## config.mk

```make
export PLATFORM = sky130hd
export DESIGN_NAME = image_frame_sequencer
export DESIGN_NICKNAME = d
export VERILOG_FILES = /design/src/rtl/image_frame_sequencer.sv
export SDC_FILE = /design/constraint.sdc
export NUM_CORES = 1
export LEC_CHECK = 0
export CORE_UTILIZATION = 40
export DETAILED_ROUTE_END_ITERATION = 8
export PLACE_DENSITY_LB_ADDON = 0.08
export SETUP_SLACK_MARGIN = 0.4
export SLEW_MARGIN = 20
export SYNTH_ARGS = -nofsm -noshare
export SYNTH_HDL_FRONTEND = slang
export SYNTH_SLANG_ARGS = --single-unit
export TNS_END_PERCENT = 100
```

## constraint.sdc

```tcl
create_clock -name clk -period 6.6 [get_ports clk]
set_clock_uncertainty 0.05 [all_clocks]
set_input_delay 0.66 -clock clk [delete_from_list [all_inputs] [get_ports clk]]
set_output_delay 0.66 -clock clk [all_outputs]
set_load 0.02 [all_outputs]
```

## src/rtl/image_frame_sequencer.sv

```systemverilog
// ---------------------------------------------------------------------------
// image_frame_sequencer
//   Sequences one image frame through an external image_processor: latches
//   the per-frame configuration on start, streams IMG_WIDTH*IMG_HEIGHT source
//   pixels into the processor, collects the processor results into an output
//   stream and reports completion (done) or a drain timeout (err).
//
// Ports
//   clk, rst                   clock, asynchronous active-high reset
//   start, abort               frame start pulse / synchronous frame cancel
//   cfg_*                      per-frame config, latched on an accepted start
//   src_valid/src_pixel/src_ready   pixel source handshake
//   proc_*  (out)              registered pixel + config to image_processor
//   proc_pixel_out/proc_data_valid_out   results from image_processor
//   out_pixel/out_valid/out_last         result stream
//   in_col/in_row              position of the next pixel to accept
//   busy/done/err              frame status
// ---------------------------------------------------------------------------
module image_frame_sequencer #(
    parameter  int IMG_WIDTH     = 512,
    parameter  int IMG_HEIGHT    = 512,
    parameter  int DRAIN_TIMEOUT = 16,
    localparam int CW            = $clog2(IMG_WIDTH),
    localparam int RW            = $clog2(IMG_HEIGHT)
) (
    input  logic          clk,
    input  logic          rst,
    input  logic          start,
    input  logic          abort,
    input  logic [1:0]    cfg_operation_select,
    input  logic [7:0]    cfg_threshold_value,
    input  logic [7:0]    cfg_brightness_value,
    input  logic          src_valid,
    input  logic [23:0]   src_pixel,
    output logic          src_ready,
    output logic [23:0]   proc_pixel_in,
    output logic          proc_data_valid_in,
    output logic [1:0]    proc_operation_select,
    output logic [7:0]    proc_threshold_value,
    output logic [7:0]    proc_brightness_value,
    input  logic [23:0]   proc_pixel_out,
    input  logic          proc_data_valid_out,
    output logic [23:0]   out_pixel,
    output logic          out_valid,
    output logic          out_last,
    output logic [CW-1:0] in_col,
    output logic [RW-1:0] in_row,
    output logic          busy,
    output logic          done,
    output logic          err
);

    localparam int NPIX = IMG_WIDTH * IMG_HEIGHT;
    localparam int OCW  = $clog2(NPIX) + 1;
    localparam int TW   = $clog2(DRAIN_TIMEOUT + 1);

    typedef enum logic [1:0] {IDLE, STREAM, DRAIN, DONE} state_t;

    state_t          state_q;
    logic [CW-1:0]   col_q;
    logic [RW-1:0]   row_q;
    logic [OCW-1:0]  ocnt_q;
    logic [TW-1:0]   idle_q;
    logic            accept;
    logic            last_pos;

    // The cycle that presents out_last already commits the frame, so no
    // further source beat is taken in that cycle.
    assign src_ready = (state_q == STREAM) && !out_last;
    assign accept    = src_valid && src_ready;
    assign last_pos  = (col_q == CW'(IMG_WIDTH - 1)) && (row_q == RW'(IMG_HEIGHT - 1));
    assign busy      = (state_q == STREAM) || (state_q == DRAIN);
    assign done      = (state_q == DONE);
    assign in_col    = col_q;
    assign in_row    = row_q;

    always_ff @(posedge clk or posedge rst) begin
        if (rst) begin
            state_q               <= IDLE;
            col_q                 <= '0;
            row_q                 <= '0;
            ocnt_q                <= '0;
            idle_q                <= '0;
            err                   <= 1'b0;
            proc_pixel_in         <= 24'h000000;
            proc_data_valid_in    <= 1'b0;
            proc_operation_select <= 2'b00;
            proc_threshold_value  <= 8'd0;
            proc_brightness_value <= 8'd0;
            out_pixel             <= 24'h000000;
            out_valid             <= 1'b0;
            out_last              <= 1'b0;
        end else begin
            // Strobes default low; only an accept / a counted result raises them.
            proc_data_valid_in <= 1'b0;
            out_valid          <= 1'b0;
            out_last           <= 1'b0;
            case (state_q)
                IDLE: begin
                    if (start) begin
                        proc_operation_select <= cfg_operation_select;
                        proc_threshold_value  <= cfg_threshold_value;
                        proc_brightness_value <= cfg_brightness_value;
                        col_q   <= '0;
                        row_q   <= '0;
                        ocnt_q  <= '0;
                        idle_q  <= '0;
                        err     <= 1'b0;
                        state_q <= STREAM;
                    end
                end
                STREAM, DRAIN: begin
                    if (abort) begin
                        col_q   <= '0;
                        row_q   <= '0;
                        ocnt_q  <= '0;
                        idle_q  <= '0;
                        state_q <= IDLE;
                    end else if (out_last) begin
                        // Completion may arrive while still in STREAM.
                        state_q <= DONE;
                    end else begin
                        if (accept) begin
                            proc_pixel_in      <= src_pixel;
                            proc_data_valid_in <= 1'b1;
                            if (last_pos) begin
                                col_q   <= '0;
                                row_q   <= '0;
                                state_q <= DRAIN;
                            end else if (col_q == CW'(IMG_WIDTH - 1)) begin
                                col_q <= '0;
                                row_q <= row_q + 1'b1;
                            end else begin
                                col_q <= col_q + 1'b1;
                            end
                        end
                        if (proc_data_valid_out) begin
                            out_valid <= 1'b1;
                            out_pixel <= proc_pixel_out;
                            out_last  <= (ocnt_q == OCW'(NPIX - 1));
                            ocnt_q    <= ocnt_q + 1'b1;
                            idle_q    <= '0;
                        end else if (state_q == DRAIN) begin
                            // Consecutive silent DRAIN cycles; the processor is
                            // presumed hung once the limit is reached.
                            if (idle_q == TW'(DRAIN_TIMEOUT - 1)) begin
                                err     <= 1'b1;
                                state_q <= DONE;
                            end else begin
                                idle_q <= idle_q + 1'b1;
                            end
                        end
                    end
                end
                DONE: begin
                    state_q <= IDLE;
                end
                default: state_q <= IDLE;
            endcase
        end
    end

endmodule

```

==> run summary, run 1 <==
The flow ran to the end, and the final reports show no timing, DRC or antenna violations. The wire length per cell came out at 15.42 µm. For this design the total switching power over the nets is just over 1 mW. The gate count after technology mapping came out at 441. The width of the die is 116.2 µm. The fraction of power spent switching nets came out at 0.3235.

The met2 wire length is around 5900 µm. The detailed-placement wirelength estimate came out at 8400 µm. The count of pins on the block boundary came out at 163. The maximum number of pins on one net before global-route repair came out at 70. Of the synthesized area, sequential elements account for 0.5473.

The total setup violations reported at the end of the flow is 0. The summed instance area of the synthesized netlist is 5212 µm². In the synthesized netlist the dominant register cell turns out to be sky130_fd_sc_hd__dfrtp_1. The critical path is of the reg -> reg type. The count of TritonRoute iterations in the first routing pass is 4. The fraction of registers with async set/reset came out at 1.000. The reported max-cap violation count is 0. The routed wire length came out at 12,130 µm.

The count of yosys warnings during synthesis came out at 0. The combined buffer and inverter count along the critical path came out at 1. Of the total power, combinational logic draws 0.392. The clock latency on the worst-skew pair came out at 0.41 ns.

The total internal power came out at between 2 and 2.5 mW. The leftover overflow at the end of global routing came out at 0. The post-synthesis xor/xnor area fraction came out at 0.001680.

Of all cell types, the one taking the most synthesized area is sky130_fd_sc_hd__dfrtp_1. Of the total power, the clock network draws 0.277. Walking the worst path, the cells encountered are inv_1 > ha_1 > nand2b_2 > o211ai_1 > or4_1 > a21oi_1. The largest family of logic cells by synthesized area is multiplexers.

Summed over all cells, the static leakage comes to 3.054 nW. The via count of the first global-routing pass is 4,158. The number of sinks driven by the clock tree is 114. The die outline area is 13,490 µm². The clock passes through at most 2 buffers. The largest single stage delay on the critical path is 0.62 ns. The global-route usage over all layers came out at 0.1949. Along the worst path, the maximum fanout reaches 25. The total area inside the core boundary comes to 12,670 µm².

The distinct cell type count after synthesis came out at 52. The synthesis-to-finish area growth is 44.70%. The first global-routing pass estimated 20,150 µm of wire. The starting density of the core is 0.4114.

The area share of the leading cell type in the synthesized netlist is 0.5473. The library cell used most frequently in the layout, excluding fill and tap cells, is sky130_fd_sc_hd__clkdlybuf4s50_1. Routability-driven placement finished with a final weighted congestion of ~0.80. For this run, the top clock speed supported by timing is 360.7 MHz. The number of H-tree levels came out at 4. Each instance of the synthesized netlist takes up on average ~12 µm². The CTS tree is done. The time the final worst path needs with I/O delays and setup is 2.772 ns. The number of standard cells in the layout, taps in and fillers out is between 700 and 800. The number of enable flip-flop cells after synthesis is 0.

The largest delay contributor family on the critical path is simple AND/OR/NAND/NOR gates. Among all stages on the critical path, the largest delay is contributed by sky130_fd_sc_hd__or4_1. The TritonCTS buffer count is 17. The worst hold path cell count is 1.

The tightest min-delay check is of the reg -> reg type. The final-layout setup total negative slack is 0 ns. The slew at the pin closest to its max-slew limit is 1.011 ns.

The logic depth of the worst register-to-register path is 6. In this run the worst setup path begins at state_q[0]. The number of antenna violations at the first check in global routing was 0. The critical path data required time is 6.88 ns.

The count of state elements after synthesis is 114. The area share of and/or/nand/nor cells after synthesis is 0.1423. After detailed routing, the met3 layer carries between 900 and 1000 µm of wire. Of the total synthesized cell area, the portion taken by full adders, half adders and majority gates is 0.02880. The number of standard-cell rows in the floorplan came out at 41. The sum of routed wire segments on met1 is 5249 µm. The worst setup path is captured at a register.

After detailed routing, no signal wire sits above met4. The max-slew violation count came to 0. The overall power consumption came out at 3.146 mW. Setup repair after global routing left no endpoint under its margin. The capturing point of the worst reg2reg path is in_col[5]. The residual DRC count came out at 0. The headroom to the max-slew limit came out at 0.3237. Power spread over the standard cell area amounts to 417.2 nW/µm². The path with the worst hold slack has its endpoint at out_pixel[18]. The layout cell share with drive strength beyond 1 is 0.1740. The startpoint identified for the worst register-to-register timing path is state_q[0]. The sequential share of power came out at 0.331.

The post-cts resize count is 0. The worst hold path begins at out_pixel[18]. The data arrival at the endpoint of the critical path is 3.05 ns.

The post-CTS setup repair buffer count came out at 0. The worst setup path is launched from a register. In the layout the commonest cells are sky130_fd_sc_hd__clkdlybuf4s50_1 (162), sky130_fd_sc_hd__dfrtp_1 (114), sky130_fd_sc_hd__mux2_2 (68). The detailed-route via count is a little over 4,000. The hold violation count in the final report was 0. The die is 116.2 µm tall. In this run the clock root is driven by a sky130_fd_sc_hd__clkbuf_16. The via-per-instance ratio is 5.236. The period utilization is 0.4201. The proportion of synthesized area in mux cells is 0.1507. The first routing iteration left 195 violations. The complex-gate fraction of the synthesized area is 0.1061. Buffers inserted to repair hold after CTS numbered 0.

Clock-pin slew was measured on the worst setup and hold paths at approximately 0.050 ns. The maximum resistive drop on vdd came out at a little under 0.3 mV. The number of nets in the layout came out at 688. The filler cell count in the final layout came out at between 1,000 and 1,500. In the post-synthesis netlist, the biggest area contributors are sky130_fd_sc_hd__dfrtp_1 (55%), sky130_fd_sc_hd__mux2_2 (15%), sky130_fd_sc_hd__ha_1 (2.9%). The slack of the worst reg-to-reg path came out at approximately 3.8 ns. The antenna violation net count after detailed routing came out at 0. Measured on the finished design, the core utilization comes to 0.5952. The number of buffers added on ports is 162. The number of placed instances, taps included, is 757. The synthesized net count came out at roughly 530. The number of diodes added for antenna fixing came out at 0.
power groups by stage:
stage,registers [mW],logic [mW],clock network (mW)
6_report,1.04,1.23,0.870
5_1_grt,1.07,1.33,0.924
4_1_cts,1.04,1.25,0.892
3_5_place_dp,1.05,1.24,0
3_3_place_gp,1.04,1.23,0
2_1_floorplan,1.31,0.403,0
kinds of logic (layout without fill, tap and decap cells):
group	after synthesis	after routing
AOI/OAI and AO/OA	85	85
adders and majority gates	12	12
muxes	70	70
and+or+nand+nor	132	132
DFF	114	114
buffers and inverters	27	201
xor gates and xnor gates	1	1
flip-flops by register name (all words and copies together) (netlist names):
signal,flops
out_valid,1
state_q,2
proc_brightness_value,8
in_col,9
out_pixel,24
proc_threshold_value,8
proc_data_valid_in,1
proc_operation_select,2
idle_q,5
err,1
out_last,1
ocnt_q,19
proc_pixel_in,24
in_row,9
cell type report:
type	count	area (µm²)	area share
clock inverters	6	80.08	0.01062
flip-flops and latches	114	2853	0.3782
repair buffers	163	1629	0.2160
well taps	172	215.2	0.02853
inverters	8	32.53	0.004313
clock buffers	24	481.7	0.06387
multi-input cells	300	2251	0.2984
how the worst max path moves through the flow:
| stage | to | cells past startpoint |
|---|---|---|
| global route | in_col[4] | 6 |
| finish | in_col[5] | 6 |
| detailed placement | out_pixel[20] | 4 |
| CTS | out_pixel[2] | 5 |
| floorplan | err | 1 |
| global placement | out_pixel[11] | 4 |
cells in the mapped netlist, types with 2 or more instances:
cell,instances
sky130_fd_sc_hd__nor4_1,3
sky130_fd_sc_hd__inv_1,8
sky130_fd_sc_hd__o31a_1,2
sky130_fd_sc_hd__mux2_2,68
sky130_fd_sc_hd__or3_1,6
sky130_fd_sc_hd__a32o_1,2
sky130_fd_sc_hd__nor2b_1,5
sky130_fd_sc_hd__and2_1,4
sky130_fd_sc_hd__nand4_1,4
sky130_fd_sc_hd__o211ai_1,3
sky130_fd_sc_hd__nand3_1,16
sky130_fd_sc_hd__a31oi_1,2
sky130_fd_sc_hd__a21oi_1,22
sky130_fd_sc_hd__buf_2,12
sky130_fd_sc_hd__nand2b_1,6
sky130_fd_sc_hd__clkbuf_1,5
sky130_fd_sc_hd__mux2i_1,2
sky130_fd_sc_hd__dfrtp_1,114
sky130_fd_sc_hd__o31ai_1,14
sky130_fd_sc_hd__nand3_2,2
sky130_fd_sc_hd__and4_1,3
sky130_fd_sc_hd__ha_1,12
sky130_fd_sc_hd__and4b_1,2
sky130_fd_sc_hd__o21ai_0,26
sky130_fd_sc_hd__nor3_1,8
sky130_fd_sc_hd__nor2_1,12
sky130_fd_sc_hd__or4_1,16
sky130_fd_sc_hd__and3_1,4
sky130_fd_sc_hd__nand2_1,32
sky130_fd_sc_hd__o21a_1,4
worst reg2reg max path: stages, from the launching register on:
cell                       delay, ns
sky130_fd_sc_hd__dfrtp_1        0.41
sky130_fd_sc_hd__inv_1          0.10
sky130_fd_sc_hd__ha_1           0.38
sky130_fd_sc_hd__nand2b_2       0.48
sky130_fd_sc_hd__o211ai_1       0.51
sky130_fd_sc_hd__or4_1          0.63
sky130_fd_sc_hd__a21oi_1        0.15
per-layer routing:
metal | GRT usage | vias up
li1 | - | 1964
met1 | 0.2396 | 2024
met2 | 0.3048 | 122
met3 | 0.07836 | 11
met4 | 0.08205 | 0
met5 | 0 | -
stage by stage:
stage               hold slack, ns  worst slack, ns  instance area, µm²
floorplan                   0.4197            2.874                5213
global placement            0.4375            3.108                6972
detailed placement          0.4440            3.040                6973
CTS                         0.4533            3.340                7535
global route                0.4595            3.519                7542
finish                      0.4511            3.828                7542
(Power assumes the default switching activity.)
==> run 2: changes to the inputs <==
Clock period 6.6 ns to 2.7 ns, I/O delays scaled along.
==> run 2 against run 1 <==
Compared with the run above: combinational power rose to 2.6 times the previous value; first-iteration DRC count up 11%; clock power rose to 2.5 times the previous value; utilization up 1.9 points; via count up 1.6%; critical endpoint is now done.
==> run summary, run 2 (synthesis results as in run 1) <==
The number of diodes added for antenna fixing is 0 (unchanged). The flow ran to the end, and the final reports show no timing, DRC or antenna violations. The headroom to the max-slew limit was 0.5292 (+0.2055).

The number of standard cells in the layout, taps in and fillers out came out at 802 (+1.9%). The number of sinks driven by the clock tree was 114 (unchanged). TritonCTS built the clock tree. The worst hold path belongs to the class in -> async. The number of nets in the layout is 702 (+2.0%). STA classifies the critical path startpoint as a register. The maximum number of pins on one net before global-route repair came to 47 (-33%). STA classifies the critical path endpoint as a primary output.

The number of standard-cell rows in the floorplan came out at 41 (unchanged). The antenna violation net count after detailed routing is 0 (unchanged). The highest metal layer carrying signal wires in the routed design is met4. In the layout the commonest cells are sky130_fd_sc_hd__clkdlybuf4s50_1 (161), sky130_fd_sc_hd__dfrtp_1 (112), sky130_fd_sc_hd__mux2_2 (68). The die outline area was 13,490 µm² (unchanged). The met3 wire length came out at 889 µm (-1.6%). The count of pins on the block boundary came out at 163 (unchanged). The leftover overflow at the end of global routing came to 0 (unchanged). The total setup violations reported at the end of the flow is 0 (unchanged).

The power per cell area is 1017 nW/µm² (+140%). The global-route usage over all layers is 0.1864 (-0.008475). The slack of the worst reg-to-reg path came out at 0.50 ns (-3.33 ns). The via-per-instance ratio was 5.221 (-0.30%). The die extent in y came out at 116.2 µm (unchanged). The maximum resistive drop on vdd came out at 0.6985 mV (+140%). The slew at the pin closest to its max-slew limit came out at 0.7045 ns (-0.3063 ns).

The reg-to-reg critical path startpoint is state_q[0]. The number of H-tree levels came out at 4 (unchanged). The hold violation count in the final report came to 0 (unchanged). The wire length per cell is 14.90 µm (-3.4%). The core region area came out at 12,670 µm² (unchanged). The post-placement setup slack came out at 0.1975 ns (-2.843 ns).

The layout cell share with drive strength beyond 1 is 0.2159 (+0.04189). The routed wire length came out at 11,950 µm (-1.5%). The max-slew violation count came out at 0 (unchanged). The final-layout setup total negative slack came out at 0 ns (unchanged). The critical path starts at state_q[0].

The number of placed instances with taps included is 766 (+1.2%). The detailed-route via count is 4,187 (+1.6%). The logic depth of the worst register-to-register path came out at 6 (unchanged).

The sum of routed wire segments on met1 was 5252 µm (about the same). The period utilization is 0.8150. The clock-pin slew reported for the worst setup and hold paths after clock tree synthesis was 0.05 ns (about the same). In this run the clock root is driven by a sky130_fd_sc_hd__clkbuf_16.

The met2 wire length is 5755 µm (-1.7%). The critical path data required time was 2.38 ns (-4.50 ns). The reported max-cap violation count is 0 (unchanged). The number of antenna violations at the first check in global routing is 0 (unchanged). The data arrival at the endpoint of the critical path is 1.88 ns (-1.17 ns). The detailed-placement wirelength estimate came out at 8435 µm (+0.42%). The residual DRC count is 0 (unchanged). Leaving out fill and tap cells, the most frequent cell in the layout is sky130_fd_sc_hd__clkdlybuf4s50_1. The clock latency on the worst-skew pair came to 0.41 ns (about the same). The time the final worst path needs with I/O delays and setup is 2.200 ns.

The via count of the first global-routing pass is 4,135 (-0.55%). The maximum fanout count along the critical path is 7 (-72%). The last weighted congestion value of the routability-driven placer came to 0.7621 (-4.2%). The static leakage was 3.145 nW (+3.0%).

The critical path ends at done. The TritonCTS buffer count was 17 (unchanged). The first-pass GRT wire length is 19,310 µm (-4.2%).

The critical path in this run is classified as reg -> out. Setup repair after global routing could not meet its margin everywhere. The post-route worst setup slack came out at 0.4996 ns (-3.328 ns). The number of buffers added on ports came out at 162 (unchanged).

The DRC violation total after the first TritonRoute iteration came out at 216 (+11%). Relative to the synthesized area, the layout overhead comes to 49.33%. Derived from the worst setup path, the maximum achievable clock frequency is 454.5 MHz. The worst register-to-register path ends at idle_q[2]. The width of the die is 116.2 µm (unchanged).

The starting density of the core is 0.4114 (unchanged). The deepest clock path buffer count came to 2 (unchanged). The count of TritonRoute iterations in the first routing pass came out at 4 (unchanged). The filler cell count in the final layout came out at 1,051 (-4.0%). In the final layout, the registers with the most flip-flops are out_pixel x24, proc_pixel_in x24, ocnt_q x19.
## run 2: per-stage QoR
| stage | util | cell area, µm² | power (mW) | hold WS (ns) |
|---|---|---|---|---|
| detailed placement | 0.5590 | 7083 | 5.673 | 0.4435 |
| CTS | 0.6070 | 7691 | 7.958 | 0.2653 |
| finish | 0.6143 | 7784 | 7.914 | 0.2567 |
| floorplan | - | 5221 | 4.187 | 0.3163 |
| global route | 0.6143 | 7784 | 8.348 | 0.2970 |
| global placement | 0.5590 | 7083 | 5.613 | 0.4373 |
## run 2: layout make-up
type                       instances  area, µm²  share of cell area
clock buffer                      27      523.0             0.06719
sequential                       114       2855              0.3668
multi-input combinational        300       2312              0.2971
inverter                           8      33.78            0.004340
tap                              172      215.2             0.02765
clock inverter                     4      70.07            0.009002
timing repair buffer             177       1774              0.2279
## run 2: worst min path at each step
| stage | end | slack, ns | cells past startpoint |
|---|---|---|---|
| finish | idle_q[2] | 0.26 | 2 |
| floorplan | idle_q[4] | 0.32 | 1 |
| detailed placement | proc_threshold_value[2] | 0.44 | 1 |
| global placement | proc_threshold_value[5] | 0.44 | 1 |
| CTS | proc_pixel_in[1] | 0.27 | 2 |
| global route | proc_pixel_in[1] | 0.30 | 2 |
## run 2: worst max-delay path, stage by stage (launching register included)
cell and delay, ns:
sky130_fd_sc_hd__dfrtp_1 0.41, sky130_fd_sc_hd__ha_1 0.38, sky130_fd_sc_hd__clkdlybuf4s50_1 0.68
## run 2: layer usage
metal  global-route usage  vias up
met1               0.2268     2062
met2               0.2921      130
met5                    0        -
met4              0.05812        0
li1                     -     1989
met3              0.09030        6
## run 2: repair_timing
item	4_1_cts	5_1_grt
resized for setup	5	14
endpoints found under the setup margin	20	28
hold buffers	0	0
pin swaps	0	0
setup buffers	0	5
hold endpoints to repair	0	0
## run 2: report_power, final
part	switching, mW	internal (mW)
sequential	0.291	2.25
combinational	1.51	1.65
clock	0.712	1.50
total	2.52	5.40
==> run 3: changes to the inputs <==
Clock period 2.7 ns to 2.1 ns, I/O delays scaled along.
==> run 3 against run 2 <==
Compared with the run above: design area rose by 23%; die area did not move; register-to-register slack got worse by 0.45 ns; clock-buffer cell count fell by 7; sequential power rose by 28%; setup slack got worse by 0.45 ns; clock power rose by 25%; worst hold slack got worse by 0.15 ns.
==> run summary, run 3 (synthesis results as in run 1) <==
The period utilization is 0.9742. The detailed-route via count came out at 4,717 (+13%). The critical path data required time came out at 2.41 ns (+0.03 ns). Leaving out fill and tap cells, the most frequent cell in the layout is sky130_fd_sc_hd__clkdlybuf4s50_1.

The maximum resistive drop on vdd came to 0.5904 mV (-15%). The residual DRC count was 0 (unchanged). The signal on the critical path passes through and4_1 > nand2_1 > nor2_1 > ha_2 > buf_4 > and2_4 > nand2b_4 > or4_1 > nand3_1. The clock-pin slew reported for the worst setup and hold paths after clock tree synthesis is 0.05 ns (about the same). The final standard cell utilization of the core was 0.7526 (+0.1383). The DRC violation total after the first TritonRoute iteration came out at 209 (-3.2%). The hold violation count in the final report came out at 0 (unchanged). The max-slew violation count is 0 (unchanged). The number of H-tree levels was 4 (unchanged). The clock latency on the worst-skew pair is 0.42 ns (about the same). In the final layout, the registers with the most flip-flops are out_pixel x24, proc_pixel_in x24, ocnt_q x19. The last weighted congestion value of the routability-driven placer came out at 0.8092 (+6.2%). The type of element launching the critical path is a register. The number of standard cells in the layout, taps in and fillers out was 902 (+12%). The leftover overflow at the end of global routing came out at 0 (unchanged). The maximum fanout count along the critical path is 3 (-4). The via-per-instance ratio came to 5.229 (+0.17%). The count of pins on the block boundary is 163 (unchanged).

The global-route usage over all layers came to 0.2342 (+0.04781). Broken down by cell family, the worst path's largest delay share belongs to simple AND/OR/NAND/NOR gates. The logic depth of the worst register-to-register path was 9 (+3). The power per cell area was 1243 nW/µm² (+22%). The run finished with clean final reports.

The layout cell share with drive strength beyond 1 is 0.4301 (+0.2143). TritonCTS built the clock tree. The routed wire length was 16,250 µm (+36%). The total setup violations reported at the end of the flow is 0 (unchanged). The number of buffers added on ports is 162 (unchanged). The TritonCTS buffer count came out at 17 (unchanged). The number of sinks driven by the clock tree is 114 (unchanged). The stage delay of the slowest cell on the critical path was 0.50 ns (-0.18 ns). The core region area came out at 12,670 µm² (unchanged). The worst path needs around 2 ns of the cycle, external delays included.

The critical path depth is 9 (+7). The slack of the worst reg-to-reg path is 0.05 ns (-0.45 ns). The number of placed instances with taps included came to 805 (+5.1%). Setup repair after global routing could not meet its margin everywhere. The number of standard-cell rows in the floorplan is 41 (unchanged).

The detailed-placement wirelength estimate came out at 9970 µm (+18%). The width of the die came to 116.2 µm (unchanged). The final-layout setup total negative slack is 0 ns (unchanged).

The worst-case hold slack came out at 0.1072 ns (-0.1495 ns). The overall power consumption came out at 11.86 mW (+50%). The antenna violation net count after detailed routing is 0 (unchanged). The count of TritonRoute iterations in the first routing pass came out at 4 (unchanged). The number of diodes added for antenna fixing came out at 0 (unchanged).

The first-pass GRT wire length was 23,710 µm (+23%). The combined buffer and inverter count along the critical path came to 1 (unchanged). The slew at the pin closest to its max-slew limit was 0.4693 ns (-0.2352 ns).

The reported max-cap violation count came out at 0 (unchanged). The headroom to the max-slew limit came out at 0.6865 (+0.1573). The number of nets in the layout is 801 (+14%). The static leakage is 4.172 nW (+33%). The die outline area came out at 13,490 µm² (unchanged). The maximum number of pins on one net before global-route repair was 48 (+2.1%).

The upper clock frequency limit came out at just under 500 MHz. The data arrival at the endpoint of the critical path is 2.35 ns (+0.47 ns). The path class of the lowest-slack min-delay path is in -> async.

The via count of the first global-routing pass came out at 4,687 (+13%). The wire length per cell came out at 18.02 µm (+21%). The number of antenna violations at the first check in global routing came out at 0 (unchanged). The starting density of the core is 0.4114 (unchanged). In the layout the commonest cells are sky130_fd_sc_hd__clkdlybuf4s50_1 (136), sky130_fd_sc_hd__dfrtp_1 (106), sky130_fd_sc_hd__mux2_4 (64).

The deepest clock path buffer count is 2 (unchanged). The die extent in y was 116.2 µm (unchanged). Relative to the synthesized area, the layout overhead comes to 82.96%. The slowest stage of the critical path belongs to the cell sky130_fd_sc_hd__or4_1. The setup path with the least slack is of type reg -> reg. STA classifies the critical path endpoint as a register. Clock tree synthesis selected as its root buffer the cell sky130_fd_sc_hd__clkbuf_16.
-- run 3: routing by layer --
layer / global-route usage / wire [µm] / up-vias
met1: 0.2864 / 6973 / 2352
met2: 0.3925 / 8086 / 138
li1: - / - / 2204
met5: 0 / 0 / -
met4: 0.07863 / 270 / 0
met3: 0.07473 / 919 / 23
-- run 3: worst reg2reg max path, delay by kind of cell (launching register included) --
| family | cells | cell delay (ns) |
|---|---|---|
| buffers and inverters | 1 | 0.14 |
| adder cells (fa/ha/maj) | 1 | 0.18 |
| AND/OR/NAND/NOR | 7 | 1.22 |
| flip-flops | 1 | 0.40 |
-- run 3: final timing paths --
| kind | to | from |
|---|---|---|
| worst min register to register | proc_pixel_in[10] | proc_pixel_in[10] |
| min in group clk | out_pixel[11] | proc_pixel_out[11] |
| worst max register to register | in_row[7] | in_col[2] |
| worst max-delay path | in_row[7] | in_col[2] |
| worst min-delay path | out_pixel[6] | rst |
| max in group asynchronous | in_col[3] | rst |
-- run 3: cell type report --
type,instances,area (µm²)
flip-flops and latches,114,2863
clock inverters,12,106.4
inverters,8,36.28
well taps,172,215.2
fillers,849,3134
clock buffers,20,466.7
repair buffers,275,2826
multi-input cells,301,3023
-- run 3: repair_timing --
| item | 4_1_cts | 5_1_grt |
|---|---|---|
| gates resized for setup | 86 | 105 |
| endpoints found under the setup margin | 114 | 118 |
| setup buffers | 35 | 19 |
| cloned | 5 | 6 |
| pin swaps | 37 | 31 |
| hold buffers | 0 | 0 |
-- run 3: power breakdown --
part	switching [mW]	total, mW	internal, mW
registers	0.374	3.27	2.90
clock network	1.05	2.77	1.72
logic	2.51	5.81	3.30
-- run 3: through the flow --
stage / instance area [µm²] / worst slack (ns)
2_1_floorplan: 5670 / -0.05057
3_3_place_gp: 7757 / 0.01995
3_5_place_dp: 7757 / 0.003938
4_1_cts: 8911 / 0.07614
5_1_grt: 9537 / -0.03873
6_report: 9537 / 0.05425
